## config.mk

```make
export PLATFORM = sky130hd
export DESIGN_NAME = aes_inv_cipher
export DESIGN_NICKNAME = d
export VERILOG_FILES = /design/src/rtl/aes_dec_pkg.sv /design/src/rtl/inv_mix_col.sv /design/src/rtl/aes_inv_cipher.sv
export SDC_FILE = /design/constraint.sdc
export NUM_CORES = 2
export LEC_CHECK = 0
export CORE_ASPECT_RATIO = 2
export CORE_UTILIZATION = 36
export CTS_BUF_LIST = sky130_fd_sc_hd__clkbuf_8
export DETAILED_ROUTE_END_ITERATION = 16
export SETUP_SLACK_MARGIN = 0.2
export SYNTH_ARGS = -nofsm -noshare
export SYNTH_HDL_FRONTEND = slang
export SYNTH_SLANG_ARGS = --single-unit
export TNS_END_PERCENT = 1
```

## constraint.sdc

```tcl
create_clock -name clk -period 8 [get_ports clk]
set_clock_uncertainty 0.2 [all_clocks]
set_input_delay 2.4 -clock clk [delete_from_list [all_inputs] [get_ports clk]]
set_output_delay 2.4 -clock clk [all_outputs]
set_load 0.05 [all_outputs]
```

## src/rtl/aes_dec_pkg.sv

```systemverilog
// Shared AES decryption types and constants: column-word state, FSM encoding,
// inverse S-box and the GF(2^8) doubling primitive.
package aes_dec_pkg;

  localparam int NR = 10;

  // Word 0 is column 0 and sits in bits [127:96]; byte [31:24] of a word is row 0.
  typedef logic [0:3][31:0] state_t;

  typedef enum logic [1:0] {IDLE, ROUND, DONE} fsm_e;

  // Element 0 is the most significant byte, so the table reads in natural order.
  localparam logic [0:255][7:0] INV_SBOX = {
    128'h52096ad53036a538bf40a39e81f3d7fb,
    128'h7ce339829b2fff87348e4344c4dee9cb,
    128'h547b9432a6c2233dee4c950b42fac34e,
    128'h082ea16628d924b2765ba2496d8bd125,
    128'h72f8f66486689816d4a45ccc5d65b692,
    128'h6c704850fdedb9da5e154657a78d9d84,
    128'h90d8ab008cbcd30af7e45805b8b34506,
    128'hd02c1e8fca3f0f02c1afbd0301138a6b,
    128'h3a9111414f67dcea97f2cfcef0b4e673,
    128'h96ac7422e7ad3585e2f937e81c75df6e,
    128'h47f11a711d29c5896fb7620eaa18be1b,
    128'hfc563e4bc6d279209adbc0fe78cd5af4,
    128'h1fdda8338807c731b11210592780ec5f,
    128'h60517fa919b54a0d2de57a9f93c99cef,
    128'ha0e03b4dae2af5b0c8ebbb3c83539961,
    128'h172b047eba77d626e169146355210c7d
  };

  function automatic logic [7:0] xtime(input logic [7:0] b);
    return {b[6:0], 1'b0} ^ (b[7] ? 8'h1b : 8'h00);
  endfunction

endpackage

```

## src/rtl/inv_mix_col.sv

```systemverilog
// InvMixColumns on one column: multiply by the circulant {0e,0b,0d,09}.
module inv_mix_col
  import aes_dec_pkg::*;
(
  input  logic [31:0] col,
  output logic [31:0] mixed
);

  logic [3:0][7:0] a, x2, x4, x8, m9, mb, md, me;

  always_comb begin
    for (int i = 0; i < 4; i++) begin
      a[i]  = col[31-8*i -: 8];
      x2[i] = xtime(a[i]);
      x4[i] = xtime(x2[i]);
      x8[i] = xtime(x4[i]);
      m9[i] = x8[i] ^ a[i];
      mb[i] = x8[i] ^ x2[i] ^ a[i];
      md[i] = x8[i] ^ x4[i] ^ a[i];
      me[i] = x8[i] ^ x4[i] ^ x2[i];
    end
  end

  assign mixed = {me[0] ^ mb[1] ^ md[2] ^ m9[3],
                  m9[0] ^ me[1] ^ mb[2] ^ md[3],
                  md[0] ^ m9[1] ^ me[2] ^ mb[3],
                  mb[0] ^ md[1] ^ m9[2] ^ me[3]};

endmodule

```

## src/rtl/aes_inv_cipher.sv

```systemverilog
// Iterative AES-128 inverse cipher, one round per clock, valid/ready on both
// sides; round keys come from an external store addressed by rk_addr_o.
module aes_inv_cipher
  import aes_dec_pkg::*;
(
  input  logic         clk,
  input  logic         rst_n,
  input  logic         in_valid_i,
  output logic         in_ready_o,
  input  logic [127:0] data_i,
  output logic [3:0]   rk_addr_o,
  input  logic [127:0] rk_data_i,
  output logic         out_valid_o,
  input  logic         out_ready_i,
  output logic [127:0] data_o,
  output logic         busy_o
);

  fsm_e       state_q, state_d;
  logic [3:0] round_q;
  state_t     st_q, shifted, subbed, ark, mixed;
  logic       accept, last_round, out_fire;

  assign accept     = in_valid_i && (state_q == IDLE);
  assign last_round = (round_q == 4'd0);
  assign out_fire   = (state_q == DONE) && out_ready_i;

  // InvShiftRows: output column c, row r takes input column (c - r) mod 4.
  always_comb begin
    shifted = '0;
    subbed  = '0;
    for (int c = 0; c < 4; c++) begin
      for (int r = 0; r < 4; r++) begin
        shifted[c][31-8*r -: 8] = st_q[(c + 4 - r) % 4][31-8*r -: 8];
        subbed[c][31-8*r -: 8]  = INV_SBOX[shifted[c][31-8*r -: 8]];
      end
    end
  end

  assign ark = subbed ^ rk_data_i;

  for (genvar g = 0; g < 4; g++) begin : g_mix
    inv_mix_col u_mix (
      .col   (ark[g]),
      .mixed (mixed[g])
    );
  end

  always_ff @(posedge clk or negedge rst_n) begin
    if (!rst_n) state_q <= IDLE;
    else        state_q <= state_d;
  end

  always_comb begin
    state_d = state_q;
    case (state_q)
      IDLE:    if (accept)     state_d = ROUND;
      ROUND:   if (last_round) state_d = DONE;
      DONE:    if (out_fire)   state_d = IDLE;
      default:                 state_d = IDLE;
    endcase
  end

  always_comb begin
    in_ready_o  = (state_q == IDLE);
    busy_o      = (state_q != IDLE);
    out_valid_o = (state_q == DONE);
    rk_addr_o   = round_q;
  end

  // Round counter doubles as the key address; it parks at 0 through DONE.
  always_ff @(posedge clk or negedge rst_n) begin
    if (!rst_n) begin
      round_q <= 4'(NR);
      st_q    <= '0;
      data_o  <= '0;
    end else begin
      case (state_q)
        IDLE: if (accept) begin
          st_q    <= data_i ^ rk_data_i;
          round_q <= 4'(NR - 1);
        end
        ROUND: begin
          if (last_round) begin
            st_q   <= ark;
            data_o <= ark;
          end else begin
            st_q    <= mixed;
            round_q <= round_q - 4'd1;
          end
        end
        DONE: if (out_fire) round_q <= 4'(NR);
        default: ;
      endcase
    end
  end

endmodule

```

Word-level counts from Yosys, hierarchy flattened. Memory sizes are Yosys's and may differ from the RTL's. Cells that the tools add are included.

Output and inout port bits: 135. ROM bits: 32768. Logic and storage cells: 358. Register bits after elaboration: 262. Memories: 16. Input bits: 260.

Reductions and logical operators: 11. Bitwise logic cells: 210. Mux-type cells: 91. Add/sub/neg operators: 1. Order comparisons: 16. Equal/unequal tests: 6.

Memories: (name not given) (words 256, bits a word 8, read ports 1, clocked after memory_dff 0, write ports 0, line aes_inv_cipher.sv:35) `subbed[c][31-8*r -: 8] = INV_SBOX[shifted[c][31-8*r -: 8]];`; (name not given) (words 256, bits a word 8, read ports 1, clocked after memory_dff 0, write ports 0, line aes_inv_cipher.sv:35); (name not given) (words 256, bits a word 8, read ports 1, clocked after memory_dff 0, write ports 0, line aes_inv_cipher.sv:35); (name not given) (words 256, bits a word 8, read ports 1, clocked after memory_dff 0, write ports 0, line aes_inv_cipher.sv:35); (name not given) (words 256, bits a word 8, read ports 1, clocked after memory_dff 0, write ports 0, line aes_inv_cipher.sv:35); (name not given) (words 256, bits a word 8, read ports 1, clocked after memory_dff 0, write ports 0, line aes_inv_cipher.sv:35); +10 memories.

Operators by type and width (number): $xor 8x8->8 (192); $mux 128 (2); $mux 8 (32); $pmux 128 s2 (1); $xor 128x128->128 (2); $mux 5 (48); $ge 9x9->1 const B (16); $not 8->9 (16); $mux 4 (3); $pmux 4 s3 (1); $mux 2 (3); $pmux 2 s3 (1); $logic_not 4->1 (1); $ne 2x1->1 const B (2); $ne 2x2->1 const B (2); $reduce_and 2->1 (2); $reduce_and 4->1 (1); $reduce_bool 2->1 (2); $sub 4x1->4 const B (1); $reduce_and 3->1 (1); $reduce_bool 3->1 (1); $eq 2x1->1 const B (1); $eq 2x2->1 const B (1); $logic_and 1x1->1 (2); $logic_not 2->1 (1).

Logic depth before layout (Yosys ltp).
Depth after elaboration: 18. Mapped depth: 19. Mapped depth without buffers: 14.

Hierarchy. A second synthesis with hierarchy kept.

Cells, all modules: 10922. Area, all modules: 77120.2 µm².

By module, submodules not included: aes_inv_cipher (cells an instance 10066, seq. area each 6558.8 µm², times used 1, area each 68802.2 µm²); inv_mix_col (cells an instance 214, seq. area each 0.0 µm², times used 4, area each 2079.5 µm²).

Worst setup path before layout. OpenSTA, ideal clock, no wires.

Kind: register -> register. Start: reg st_q, in the netlist shifted[97]. End: reg st_q, in the netlist shifted[43]. Cell stages (with the launch flop): 19. Library setup time: 138 ps. Arrival: 5240 ps. Period minus slack after synthesis: 5578 ps. Path buffers: 4. Path slack: 2422 ps. Data required time: 7662 ps. Path through: dfrtp_1 buf_2 buf_1 buf_2 inv_1 ha_1 clkbuf_1 nand2b_1 o211ai_1 o311a_1 o311a_1 o41ai_2 xor2_2 xnor3_2 xnor3_1 xnor3_1 xnor3_1 a2111oi_0 a21oi_1.

Cells in the longest elaborated chain, start to end: 14. Elaborated cells between the ends (all ways): 15. Classes of those cells: 6 x mux; 8 x bitwise; 1 x memory.

RTL lines: start, declared (line aes_inv_cipher.sv:21) `state_t st_q, shifted, subbed, ark, mixed;`; start signal, assigned (line aes_inv_cipher.sv:80) `st_q <= data_i ^ rk_data_i;`; start signal, assigned (line aes_inv_cipher.sv:85) `st_q <= ark;`; start signal, assigned (line aes_inv_cipher.sv:88) `st_q <= mixed;`; $not 8->9 (not written as such) (*) (line aes_inv_cipher.sv:35); $mem_v2 256x8 (*); $mux 8 (not written as such) (*) (2 in a row) (line aes_inv_cipher.sv:35); $xor 128x128->128 (*) (line aes_inv_cipher.sv:40) `assign ark = subbed ^ rk_data_i;`; $mux 5 or $xor 8x8->8 (tied branches) (line aes_dec_pkg.sv:33) `return {b[6:0], 1'b0} ^ (b[7] ? 8'h1b : 8'h00);`; $xor 8x8->8 (line aes_dec_pkg.sv:33); $xor 8x8->8 or $mux 5 (tied branches) (line aes_dec_pkg.sv:33); $xor 8x8->8 (line aes_dec_pkg.sv:33); $xor 8x8->8 (line inv_mix_col.sv:18) `mb[i] = x8[i] ^ x2[i] ^ a[i];`; $xor 8x8->8 (*) (line inv_mix_col.sv:18); $xor 8x8->8 (*) (line inv_mix_col.sv:26) `md[0] ^ m9[1] ^ me[2] ^ mb[3],`; $mux 128 (*) (line aes_inv_cipher.sv:84) `if (last_round) begin`; $pmux 128 s2 (*) (line aes_inv_cipher.sv:78) `case (state_q)`.

Mark *: on every way between the ends. The rest lies on a longest branch, timed or not. The select of a mux whose other input is x is not followed. A chain may end at the register's enable or synchronous reset.

Worst setup path in the final report.
Start: reg st_q, in the netlist shifted[33]. End: reg st_q, in the netlist shifted[20].

Cells in the longest elaborated chain, start to end: 14. Elaborated cells between the ends (all ways): 16. Classes of those cells: 7 x mux; 8 x bitwise; 1 x memory.

RTL lines: $not 8->9 (not written as such) (*) (line aes_inv_cipher.sv:35); $mem_v2 256x8 (*); $mux 8 (not written as such) (*) (2 in a row) (line aes_inv_cipher.sv:35); $xor 128x128->128 (*) (line aes_inv_cipher.sv:40); $xor 8x8->8 (line aes_dec_pkg.sv:33); $mux 5 or $xor 8x8->8 (tied branches) (line aes_dec_pkg.sv:33); $xor 8x8->8 or $mux 5 (tied branches) (line aes_dec_pkg.sv:33); $xor 8x8->8 (line aes_dec_pkg.sv:33); $xor 8x8->8 (line inv_mix_col.sv:19) `md[i] = x8[i] ^ x4[i] ^ a[i];`; $xor 8x8->8 (*) (line inv_mix_col.sv:19); $xor 8x8->8 (*) (line inv_mix_col.sv:25) `m9[0] ^ me[1] ^ mb[2] ^ md[3],`; $mux 128 (*) (line aes_inv_cipher.sv:84); $pmux 128 s2 (*) (line aes_inv_cipher.sv:78).

Marks and branches as above.

==> results.cfg <==
[sta]
setup_ws_ns = 0.9095
fin_crit_ns = 7.091
finalSetupViolations = 0
hold_violations = 0
fin_crit_sh_pct = 88.63
tightestPinTransition_ns = 1.468
fmax_mhz = 141.0
timing.slew.headroom_pct = -0.3919
final_max_slew_viol_count = 1
fin_tns_setup_ns = 0
rsz0062_at_grt = false

[global_route]
grt_usage_pct = 45.97
grt_pass1_vias = 93882
overflow = 0
grt_pass1_wl_um = 743300
grt_max_degree = 139
antenna_found_initial = 44

[logic_synthesis]
syn_avg_cell_area_um2 = 7.366
ys_seq_area_share_pct = 8.257
synth_cell_types = 131
synth_edf_count = 0
synth_flop_cell = dfrtp_1
yosysTopAreaCellShare_pct = 8.190
syn_area_um2 = 79440
synth_top_cell_by_area = dfrtp_1
yosys_warnings = 0
syn_inst = 10785
ys_seq_elements = 262
synth_area_leaders = dfrtp_1, xnor2_1, ha_1
syn_nets = 11354
synth_async_sr_flop_share_pct = 100.0

[detailed_routing]
vias = 98829
finalWirelength_um = 535000
ant_nets = 0
post_drt_wl_per_cell_um = 39.50
via_per_inst = 7.297
drc_errors = 0
drt_iter0_drc = 15171
dr.pass1.iters = 14

[layout]
nets = 11103
fillerInstances = 23151
mostFrequentLayoutCells = nand2_1, nor2_1, a21oi_1, o21ai_0, xnor2_1
final_cell_area_um2 = 86980
drive_above_1_share_pct = 11.18
mostFrequentLayoutCell = nand2_1
stdcell_count = 13543
area_growth_pct = 9.495

[floorplan]
start_util_pct = 36.24
io_pins = 395
die_x_um = 334.2
design.die.area_um2 = 222700
core-area_um2 = 219200
rows = 243
die_y_um = 666.3

[worst_setup_path]
reg2reg_from = shifted[33]$_DFFE_PN0P_
end_kind = register
path_class = reg -> reg
crit_chain = inv_1 -> ha_1 -> buf_4 -> nor2_1 -> o311ai_0 -> a31o_2 -> a211oi_1 -> xnor2_1 -> xor2_1 -> xnor2_1 -> xnor3_1 -> xnor2_1 -> xnor2_1 -> a221oi_1
r2r_cells = 14
arrival_ns = 7.65
ff2ff_setup_slack_ns = 0.91
critPathMaxStageDelay_ns = 1.17
r2r_end = shifted[20]$_DFFE_PN0P_
path_max_fanout = 15
cp.required_ns = 8.56
startpoint_type = register
timing.critical_path.mode_cell = xnor2_1
crit_slowest_cell = a211oi_1

[clock_tree]
cts_resized = 0
cts_buffers = 59
ctsHtreeMaxLevel = 2
cts_tree = done
clk_path_buf_depth = 3
clockRootBuffer = clkbuf_8
cts_setup_buffers = 0
clk_pin_slew_ns = 0.07
cts_sinks = 262
postCtsHoldBufs = 0
clock_latency_ns = 0.90

[status]
outcome = complete, but fails checks
violations = max-capacitance violations, max-slew violations

[placed_design]
dpl_worst_slack_ns = 1.137
dp_hpwl_um = 397500
numPortBuffers = 394
placed_cells = 13412
place_area_um2 = 85530
gp_congestion = 1.124

[worst_hold_path]
hold_path.class = reg -> reg
min-delay-start = data_o[29]$_DFFE_PN0P_
whs_endpoint = data_o[29]$_DFFE_PN0P_
holdPathStages = 1

[job]
max_cap_viol_count = 3
==> registers in the layout, indices dropped and copies added, names as in the netlist <==
signal,flops
shifted,128
state_q,2
rk_addr_o,4
data_o,128
==> cells in the mapped netlist, types with 199 or more instances <==
master,count
a211oi_1,219
a21oi_1,726
a31oi_1,199
buf_2,407
clkbuf_1,602
dfrtp_1,260
ha_1,309
nand2_1,861
nand2b_1,403
nand3_1,274
nor2_1,734
nor2b_1,299
nor3_1,287
o211ai_1,244
o21ai_0,665
xnor2_1,608
xor2_1,212
==> cell type report <==
| cell class | count | area (um2) | share of cell area [%] |
|---|---|---|---|
| well taps | 2940 | 3679 | 4.229 |
| inverters | 190 | 713.2 | 0.8199 |
| flip-flops and latches | 262 | 6675 | 7.674 |
| clock inverters | 43 | 430.4 | 0.4948 |
| diodes | 18 | 45.04 | 0.05179 |
| clock buffers | 69 | 949.7 | 1.092 |
| repair buffers | 925 | 8138 | 9.356 |
| multi-input cells | 9096 | 66350 | 76.28 |
==> worst max path at each step <==
stage / start / end / cells past startpoint
final: shifted[33]$_DFFE_PN0P_ / shifted[20]$_DFFE_PN0P_ / 14
after global routing: shifted[33]$_DFFE_PN0P_ / shifted[20]$_DFFE_PN0P_ / 14
after CTS: shifted[16]$_DFFE_PN0P_ / shifted[77]$_DFFE_PN0P_ / 15
after detailed placement: rk_data_i[38] / shifted[16]$_DFFE_PN0P_ / 13
after global placement: rk_data_i[38] / shifted[105]$_DFFE_PN0P_ / 11
after floorplan: shifted[97]$_DFFE_PN0P_ / shifted[43]$_DFFE_PN0P_ / 18
==> critical path: cells and delay by family, from the launching register on <==
| family | cells | cell delay, ns |
|---|---|---|
| AND/OR/NAND/NOR | 1 | 0.88 |
| AO/OA/AOI/OAI | 4 | 2.10 |
| XOR/XNOR | 6 | 2.43 |
| buffers and inverters | 2 | 0.59 |
| adder cells (fa/ha/maj) | 1 | 0.39 |
| flip-flops | 1 | 0.37 |
==> through the flow <==
step / utilization (%) / hold slack, ns
floorplan: - / 0.3188
global placement: 39.01 / 0.2608
detailed placement: 39.02 / 0.2619
CTS: 39.65 / 0.2789
global route: 39.66 / 0.2966
finish: 39.68 / 0.2783
==> per-layer routing <==
metal	track usage, %	wire length [um]	up-vias
li1	-	-	40149
met4	46.15	68100	50
met3	12.56	55780	2937
met5	0.06580	343	-
met2	73.58	238100	8436
met1	47.67	172600	47257
==> cells by family after synthesis <==
| kind of cell | synth area share (%) |
|---|---|
| buffers and inverters | 8.379 |
| AO/OA/AOI/OAI | 34.38 |
| AND/OR/NAND/NOR | 22.38 |
| adder cells (fa/ha/maj) | 4.880 |
| multiplexers | 7.319 |
| flip-flops | 8.257 |
| XOR/XNOR | 14.40 |
Power is left out: the tool's default activity adds up to more than one toggle a clock period on the data nets, which glitch-free logic cannot reach.
